--- config.mk ---
export PLATFORM = sky130hd
export DESIGN_NAME = d_write_buffer
export DESIGN_NICKNAME = d
export VERILOG_FILES = /design/src/rtl/mem_pkg.sv /design/src/rtl/wb_fifo_mem.sv /design/src/rtl/d_write_buffer.sv
export SDC_FILE = /design/constraint.sdc
export NUM_CORES = 1
export LEC_CHECK = 0
export CORE_MARGIN = 4
export CORE_UTILIZATION = 40
export DETAILED_ROUTE_END_ITERATION = 8
export PLACE_DENSITY = 0.71
export SYNTH_ARGS = -nofsm -noshare
export SYNTH_HDL_FRONTEND = slang
export SYNTH_SLANG_ARGS = --single-unit
--- constraint.sdc ---
create_clock -name clk -period 8.85 [get_ports clk]
set_input_delay 1.77 -clock clk [delete_from_list [all_inputs] [get_ports clk]]
set_output_delay 1.77 -clock clk [all_outputs]
set_load 0.01 [all_outputs]
--- src/rtl/mem_pkg.sv ---
// Shared memory-port definitions for the data-side write buffer.
// Holds the access-size encodings and the posted-write entry layout.
package mem_pkg;

    localparam logic [1:0] SIZE_BYTE = 2'd0;
    localparam logic [1:0] SIZE_HALF = 2'd1;
    localparam logic [1:0] SIZE_WORD = 2'd2;

    typedef struct packed {
        logic [31:0] addr;
        logic [1:0]  size;
        logic [31:0] wdata;
    } wb_entry_t;

endpackage

--- src/rtl/wb_fifo_mem.sv ---
// Entry storage for the write buffer: one synchronous write port and
// an asynchronous read port addressed by the head pointer.
module wb_fifo_mem
    import mem_pkg::*;
#(
    parameter int unsigned DEPTH = 4,
    localparam int unsigned PTR_W = $clog2(DEPTH)
) (
    input  logic             clk,
    input  logic             we_i,
    input  logic [PTR_W-1:0] waddr_i,
    input  wb_entry_t        wdata_i,
    input  logic [PTR_W-1:0] raddr_i,
    output wb_entry_t        rdata_o
);

    wb_entry_t mem_q [DEPTH];

    always_ff @(posedge clk) begin
        if (we_i) begin
            mem_q[waddr_i] <= wdata_i;
        end
    end

    assign rdata_o = mem_q[raddr_i];

endmodule

--- src/rtl/d_write_buffer.sv ---
// Posted-write FIFO between the data cache and the sram-like AXI bridge.
// Writes complete upstream immediately; reads pass through once the FIFO drains.
module d_write_buffer
    import mem_pkg::*;
#(
    parameter int unsigned DEPTH = 4
) (
    input  logic        clk,
    input  logic        rst,
    input  logic        up_req,
    input  logic        up_wr,
    input  logic [1:0]  up_size,
    input  logic [31:0] up_addr,
    input  logic [31:0] up_wdata,
    output logic [31:0] up_rdata,
    output logic        up_addr_ok,
    output logic        up_data_ok,
    output logic        dn_req,
    output logic        dn_wr,
    output logic [1:0]  dn_size,
    output logic [31:0] dn_addr,
    output logic [31:0] dn_wdata,
    input  logic [31:0] dn_rdata,
    input  logic        dn_addr_ok,
    input  logic        dn_data_ok,
    output logic        wb_empty
);

    localparam int unsigned    PTR_W    = $clog2(DEPTH);
    localparam logic [PTR_W:0] FULL_CNT = (PTR_W + 1)'(DEPTH);

    typedef enum logic [2:0] {
        IDLE,
        DRAIN_A,
        DRAIN_D,
        RD_A,
        RD_D
    } wb_state_e;

    wb_state_e        state_q, state_d;
    logic [PTR_W:0]   count_q, count_d;
    logic [PTR_W-1:0] wr_ptr_q, wr_ptr_d;
    logic [PTR_W-1:0] rd_ptr_q, rd_ptr_d;

    logic      full;
    logic      in_rd;
    logic      push;
    logic      pop;
    wb_entry_t new_entry;
    wb_entry_t head;

    assign full  = (count_q == FULL_CNT);
    assign in_rd = (state_q == RD_A) || (state_q == RD_D);
    // A write presented while rst is high would be acknowledged and then lost.
    assign push  = up_req & up_wr & ~full & ~in_rd & ~rst;
    assign pop   = (state_q == DRAIN_D) & dn_data_ok;

    assign new_entry = '{addr: up_addr, size: up_size, wdata: up_wdata};

    wb_fifo_mem #(
        .DEPTH(DEPTH)
    ) u_mem (
        .clk    (clk),
        .we_i   (push),
        .waddr_i(wr_ptr_q),
        .wdata_i(new_entry),
        .raddr_i(rd_ptr_q),
        .rdata_o(head)
    );

    always_comb begin
        count_d  = count_q;
        wr_ptr_d = wr_ptr_q;
        rd_ptr_d = rd_ptr_q;
        if (push) begin
            wr_ptr_d = wr_ptr_q + 1'b1;
        end
        if (pop) begin
            rd_ptr_d = rd_ptr_q + 1'b1;
        end
        case ({push, pop})
            2'b10:   count_d = count_q + 1'b1;
            2'b01:   count_d = count_q - 1'b1;
            default: count_d = count_q;
        endcase
    end

    always_comb begin
        state_d    = state_q;
        up_addr_ok = push;
        up_data_ok = push;
        up_rdata   = '0;
        dn_req     = 1'b0;
        dn_wr      = 1'b0;
        dn_size    = '0;
        dn_addr    = '0;
        dn_wdata   = '0;

        case (state_q)
            IDLE: begin
                // count_d covers a write accepted this cycle into an empty FIFO.
                if (count_d != '0) begin
                    state_d = DRAIN_A;
                end else if (up_req & ~up_wr) begin
                    state_d = RD_A;
                end
            end
            DRAIN_A: begin
                dn_req   = 1'b1;
                dn_wr    = 1'b1;
                dn_size  = head.size;
                dn_addr  = head.addr;
                dn_wdata = head.wdata;
                if (dn_addr_ok) begin
                    state_d = DRAIN_D;
                end
            end
            DRAIN_D: begin
                if (dn_data_ok) begin
                    state_d = (count_d != '0) ? DRAIN_A : IDLE;
                end
            end
            RD_A: begin
                dn_req     = up_req;
                dn_size    = up_size;
                dn_addr    = up_addr;
                up_addr_ok = dn_addr_ok;
                if (dn_addr_ok) begin
                    state_d = RD_D;
                end
            end
            RD_D: begin
                up_data_ok = dn_data_ok;
                up_rdata   = dn_rdata;
                if (dn_data_ok) begin
                    state_d = IDLE;
                end
            end
            default: state_d = IDLE;
        endcase
    end

    always_ff @(posedge clk) begin
        if (rst) begin
            state_q  <= IDLE;
            count_q  <= '0;
            wr_ptr_q <= '0;
            rd_ptr_q <= '0;
        end else begin
            state_q  <= state_d;
            count_q  <= count_d;
            wr_ptr_q <= wr_ptr_d;
            rd_ptr_q <= rd_ptr_d;
        end
    end

    assign wb_empty = (count_q == '0) && (state_q == IDLE);

endmodule

Word level (Yosys, flattened, before mapping)
Memory sizes are Yosys's and may differ from the RTL's. A register that Yosys moved wholly into a read port is not among the register bits. Index checks and enable logic that the tools add are counted.

Add/sub/neg operators: 4. Eq/ne operators: 12. Multiplexer cells: 21. Bitwise logic cells: 10. Reductions and logical operators: 6.

Operator list (number): $mux W32 (2); $pmux W32 S2 (1); $mux W3 (6); $pmux W3 S5 (1); $ne A2 B2 Y1 const B (4); $and A1 B1 Y1 (6); $eq A3 B2 Y1 const B (2); $eq A3 B3 Y1 const B (2); $logic_not A3 Y1 (2); $mux W1 (6); $pmux W3 S2 (1); $reduce_and A5 Y1 (1); $add A2 B1 Y2 const B (2); $mux W2 (2); $not A1 Y1 (4); $pmux W2 S2 (1); $add A3 B1 Y3 const B (1); $eq A3 B1 Y1 const B (1); $ne A3 B3 Y1 const B (1); $reduce_bool A3 Y1 (1); $sub A3 B1 Y3 const B (1); $eq A2 B1 Y1 const B (1); $eq A2 B2 Y1 const B (1); $pmux W1 S2 (1); other kinds (2) (2).

Register bits after elaboration: 10. RAM bits: 264. Input port bits: 104. Memories kept: 1.

Memory list: u_mem.mem_q (depth 4, bits a word 66, rd ports 1, clocked after memory_dff 1, write ports 1, RTL line wb_fifo_mem.sv:17) `wb_entry_t mem_q [DEPTH];`.

Depth between registers and ports, before layout
Depth after elaboration: 11. Depth in mapped cells: 11.

By module
Synthesis repeated with hierarchy kept, for this count alone.

Cells, all modules: 530. Area total of the unflattened synthesis: 10931.7 um^2.

By module, submodules not included: wb_fifo_mem (instances 1, cells each 348, area an instance 9549.2 um^2); d_write_buffer (instances 1, cells each 182, area an instance 1382.6 um^2).

Worst setup path after synthesis
Ideal clock, no wire load.

Path kind: in2reg. Start: input port rst. End: memory u_mem.mem_q[0][0] in the netlist's numbering, enable pin. Library setup time: 0.431 ns. Data arrival time: 3.971 ns. Required time: 8.419 ns. Slack: 4.448 ns. Stages on the path: 3. Buffers on the path: 0. Path through: nand3b_1 -> nor4_4 -> and2_1.

Longest elaborated chain between the ends: 4.

RTL lines: start: declaration (RTL line d_write_buffer.sv:9) `input logic rst,`; $not A1 Y1 (RTL line d_write_buffer.sv:55) `assign push = up_req & up_wr & ~full & ~in_rd & ~rst;`; $and A1 B1 Y1 (RTL line d_write_buffer.sv:55); $mux W1 (RTL line wb_fifo_mem.sv:20) `if (we_i) begin`; $mux W1 (not written as such) (RTL line wb_fifo_mem.sv:21) `mem_q[waddr_i] <= wdata_i;`; end: declaration (RTL line wb_fifo_mem.sv:17).

Every way passes these cells.

Final worst setup path
Start: input port rst. End: output port up_addr_ok.

Longest elaborated chain between the ends: 3.

RTL lines: $not A1 Y1 (RTL line d_write_buffer.sv:55); $and A1 B1 Y1 (RTL line d_write_buffer.sv:55); $mux W1 (RTL line d_write_buffer.sv:99) `case (state_q)`; end: declaration (RTL line d_write_buffer.sv:16) `output logic up_addr_ok,`.

Every way passes these cells.

==> impl_results.md <==
* I/O Buffers at just over 200
* Final Cycle Share at around two thirds
* Hold Path Origin: count_q[2]
* # setup viols final at 0
* Largest net degree at the start of global routing at between 60 and 70
* F_max at 171 MHz
* Die width at between 150 and 200 um
* Postcts setup bufs at 0
* IO Pins at a little over 200
* DP Area at 13400 sq um
* EDFF count, synth at about 260
* Most used flip-flop cell after synthesis: edfxtp_1
* Final #Nets at about 860
* Critical R2R Launch: state_q[2]
* CP Data Arrival Time at roughly 4.1 ns
* Total gr overflow at 0
* Setup Skew at between 0.015 and 0.02 ns
* CP Launch Point: rst
* All-Layer GR Usage at roughly 15%
* CORE AREA at 27000 sq um
* Num rows at 60
* Post-Route WL at about 23000 um
* Gates resized, CTS repair at 0
* Cell taking the most area after synthesis: edfxtp_1
* Routed via count at between 5000 and 6000
* Starting Density at 40.7%
* Asr flop ratio synth at 0%
* Fin util at ~53%
* Register area at 8180 sq um
* Design area at between 10000 and 15000 sq um
* Clock transition at path regs at 0.06 ns
* Slew headroom at between 20% and 30%
* DR pass1 iterations at 4
* H-tree level count at 1
* CP Capture Type: output port
* Min Tclk post-route at around 5.8 ns
* Slew Limit Fails at 0
* Max-Cap Viols at 0
* Worst slack, placed at 2.99 ns
* CP max FO at 12
* Area delta synth->final at 30.6%
* Min-delay worst type: flip-flop to flip-flop
* Critical path class: primary input to output port
* Post-Route Setup TNS at 0 ns
* Syn Area/Cell at between 20 and 25 sq um
* Inserted Diodes at 0
* Chip Height at 174 um
* Clk sinks at between 200 and 300
* Worst-Margin Slew at 1.08 ns
* TritonCTS Buffers at 27
* Fill cells at about 2200
* Synthesized flop and latch total at roughly 280
* Vias in the first global route at about 6400
* Synthesized Nets at 650
* Sequential share of the synthesized area at roughly 74%
* DR WL/cell at 20.9 um
* Area of the multi-input gates at approximately 2700 sq um
* Final Wtd Congestion at around 0.75
* Syn. warnings at 0
* Mapped cell area at approximately 11000 sq um
* Leak at approximately 4.6 nW
* Synth unique cells at 42
* DRC viols at 0
* Status: finished clean
* CTS Hold Buffers Added at 0
* Share of layout cells above drive strength 1 at around 17%
* RSZ-0062 raised after global routing: no
* Top-count cell post-synth: edfxtp_1
* Peak supply drop at about 0.11 mV
* ANT nets after route at 0
* First-pass GRT wire length at 36000 um
* Final Hold Fails at 0
* Area contributors post-synth: edfxtp_1, mux4_2, and2_1
* Setup slack after layout at between 3 and 4 ns
* Clock tree buffer depth at 3
* Pwr dens at 218 nW/um^2
* Worst EP required at slightly above 7 ns
* Most frequent cells after synthesis: edfxtp_1, and2_1, mux4_2
* Root buffer cell: clkbuf_16
* HPWL after DPL at around 13000 um
* Worst setup SP type: primary input
* Worst-Skew Late Latency at 0.53 ns
* Final Total Pwr at 3.14 mW
* DR iter-0 viols at approximately 420
* Share of the synthesized area in the top cell type at between 70 and 80%
* DIE AREA at a little over 30000 sq um
* TritonCTS clock tree: done
* Initial antenna violation count at 0
* Post-Syn Instances at 540
* Vias per cell at roughly 5.3
cell usage in the layout (no fill, tap or decap), types with 2 or more instances in the layout:
| cell | Yosys | layout |
|---|---|---|
| mux4_2 | 66 | 66 |
| dfxtp_4 | 0 | 2 |
| dfxtp_1 | 12 | 10 |
| xor2_1 | 2 | 2 |
| clkbuf_16 | 0 | 33 |
| clkdlybuf4s50_1 | 0 | 206 |
| and2_4 | 0 | 4 |
| or2b_1 | 2 | 2 |
| clkinv_4 | 0 | 2 |
| inv_1 | 5 | 5 |
| a21oi_1 | 5 | 5 |
| nor2_1 | 10 | 9 |
| a22o_1 | 34 | 34 |
| nor3_1 | 2 | 2 |
| xnor2_1 | 3 | 3 |
| ha_1 | 5 | 5 |
| clkbuf_8 | 0 | 2 |
| inv_6 | 0 | 2 |
| and2_1 | 68 | 64 |
| clkinv_2 | 0 | 4 |
| bufinv_16 | 0 | 2 |
| nand2_1 | 6 | 6 |
| buf_4 | 7 | 4 |
| edfxtp_1 | 264 | 264 |
flip-flops by register name, indices dropped and copies added, names as in the netlist, named ones only:
register,cells
rd_ptr_q,2
count_q,3
state_q,3
wr_ptr_q,2
u_mem.mem_q,264
power by group:
| group | switching, mW | leakage (nW) | total [mW] | internal, mW |
|---|---|---|---|---|
| clock network | 0.477 | 0.488 | 1.22 | 0.741 |
| registers | 0.0272 | 2.48 | 1.48 | 1.45 |
| logic | 0.185 | 1.64 | 0.435 | 0.250 |
| total | 0.690 | 4.61 | 3.14 | 2.45 |
metrics by stage:
| stage | cells | hold slack (ns) |
|---|---|---|
| after floorplan | 540 | 0.482 |
| after global placement | 1059 | 0.509 |
| after detailed placement | 1059 | 0.518 |
| after CTS | 1106 | 0.528 |
| after global routing | 1106 | 0.572 |
| final | 1106 | 0.526 |
area by class of cell:
cell class              count  share of cell area (%)
flip-flops and latches    276                    56.9
multi-input cells         227                    18.6
repair buffers            210                    14.6
clock buffers              36                    5.96
well taps                 341                    2.97
clock inverters            11                   0.845
inverters                   5                   0.131
critical path: stages:
cell,delay (ns)
clkdlybuf4s50_1,0.64
nand3b_1,0.32
nor4_4,0.52
inv_1,0.17
nand2_1,0.10
clkdlybuf4s50_1,0.55
cell families after synthesis:
| family | share of synthesized area [%] |
|---|---|
| buf+inv | 1.59 |
| flops | 74.2 |
| compound gates | 3.37 |
| mux | 13.7 |
| simple gates | 5.92 |
| fa+ha+maj | 0.751 |
| xor+xnor | 0.398 |
per-layer routing:
layer	vias to the layer above	wire [um]	track usage, %
met5	-	0	0
met3	37	1690	4.03
met1	3009	9370	18.9
li1	2604	-	-
met4	0	399	3.33
met2	210	11700	26.3
worst paths after layout:
| check | cells past startpoint | to | slack [ns] |
|---|---|---|---|
| worst max-delay path | 6 | up_addr_ok | 3.01 |
| worst min-delay path | 2 | count_q[2] | 0.53 |
| worst max register to register | 9 | state_q[0] | 5.03 |
| worst min register to register | 2 | count_q[2] | 0.53 |
Power figures use the tool's default switching activity.
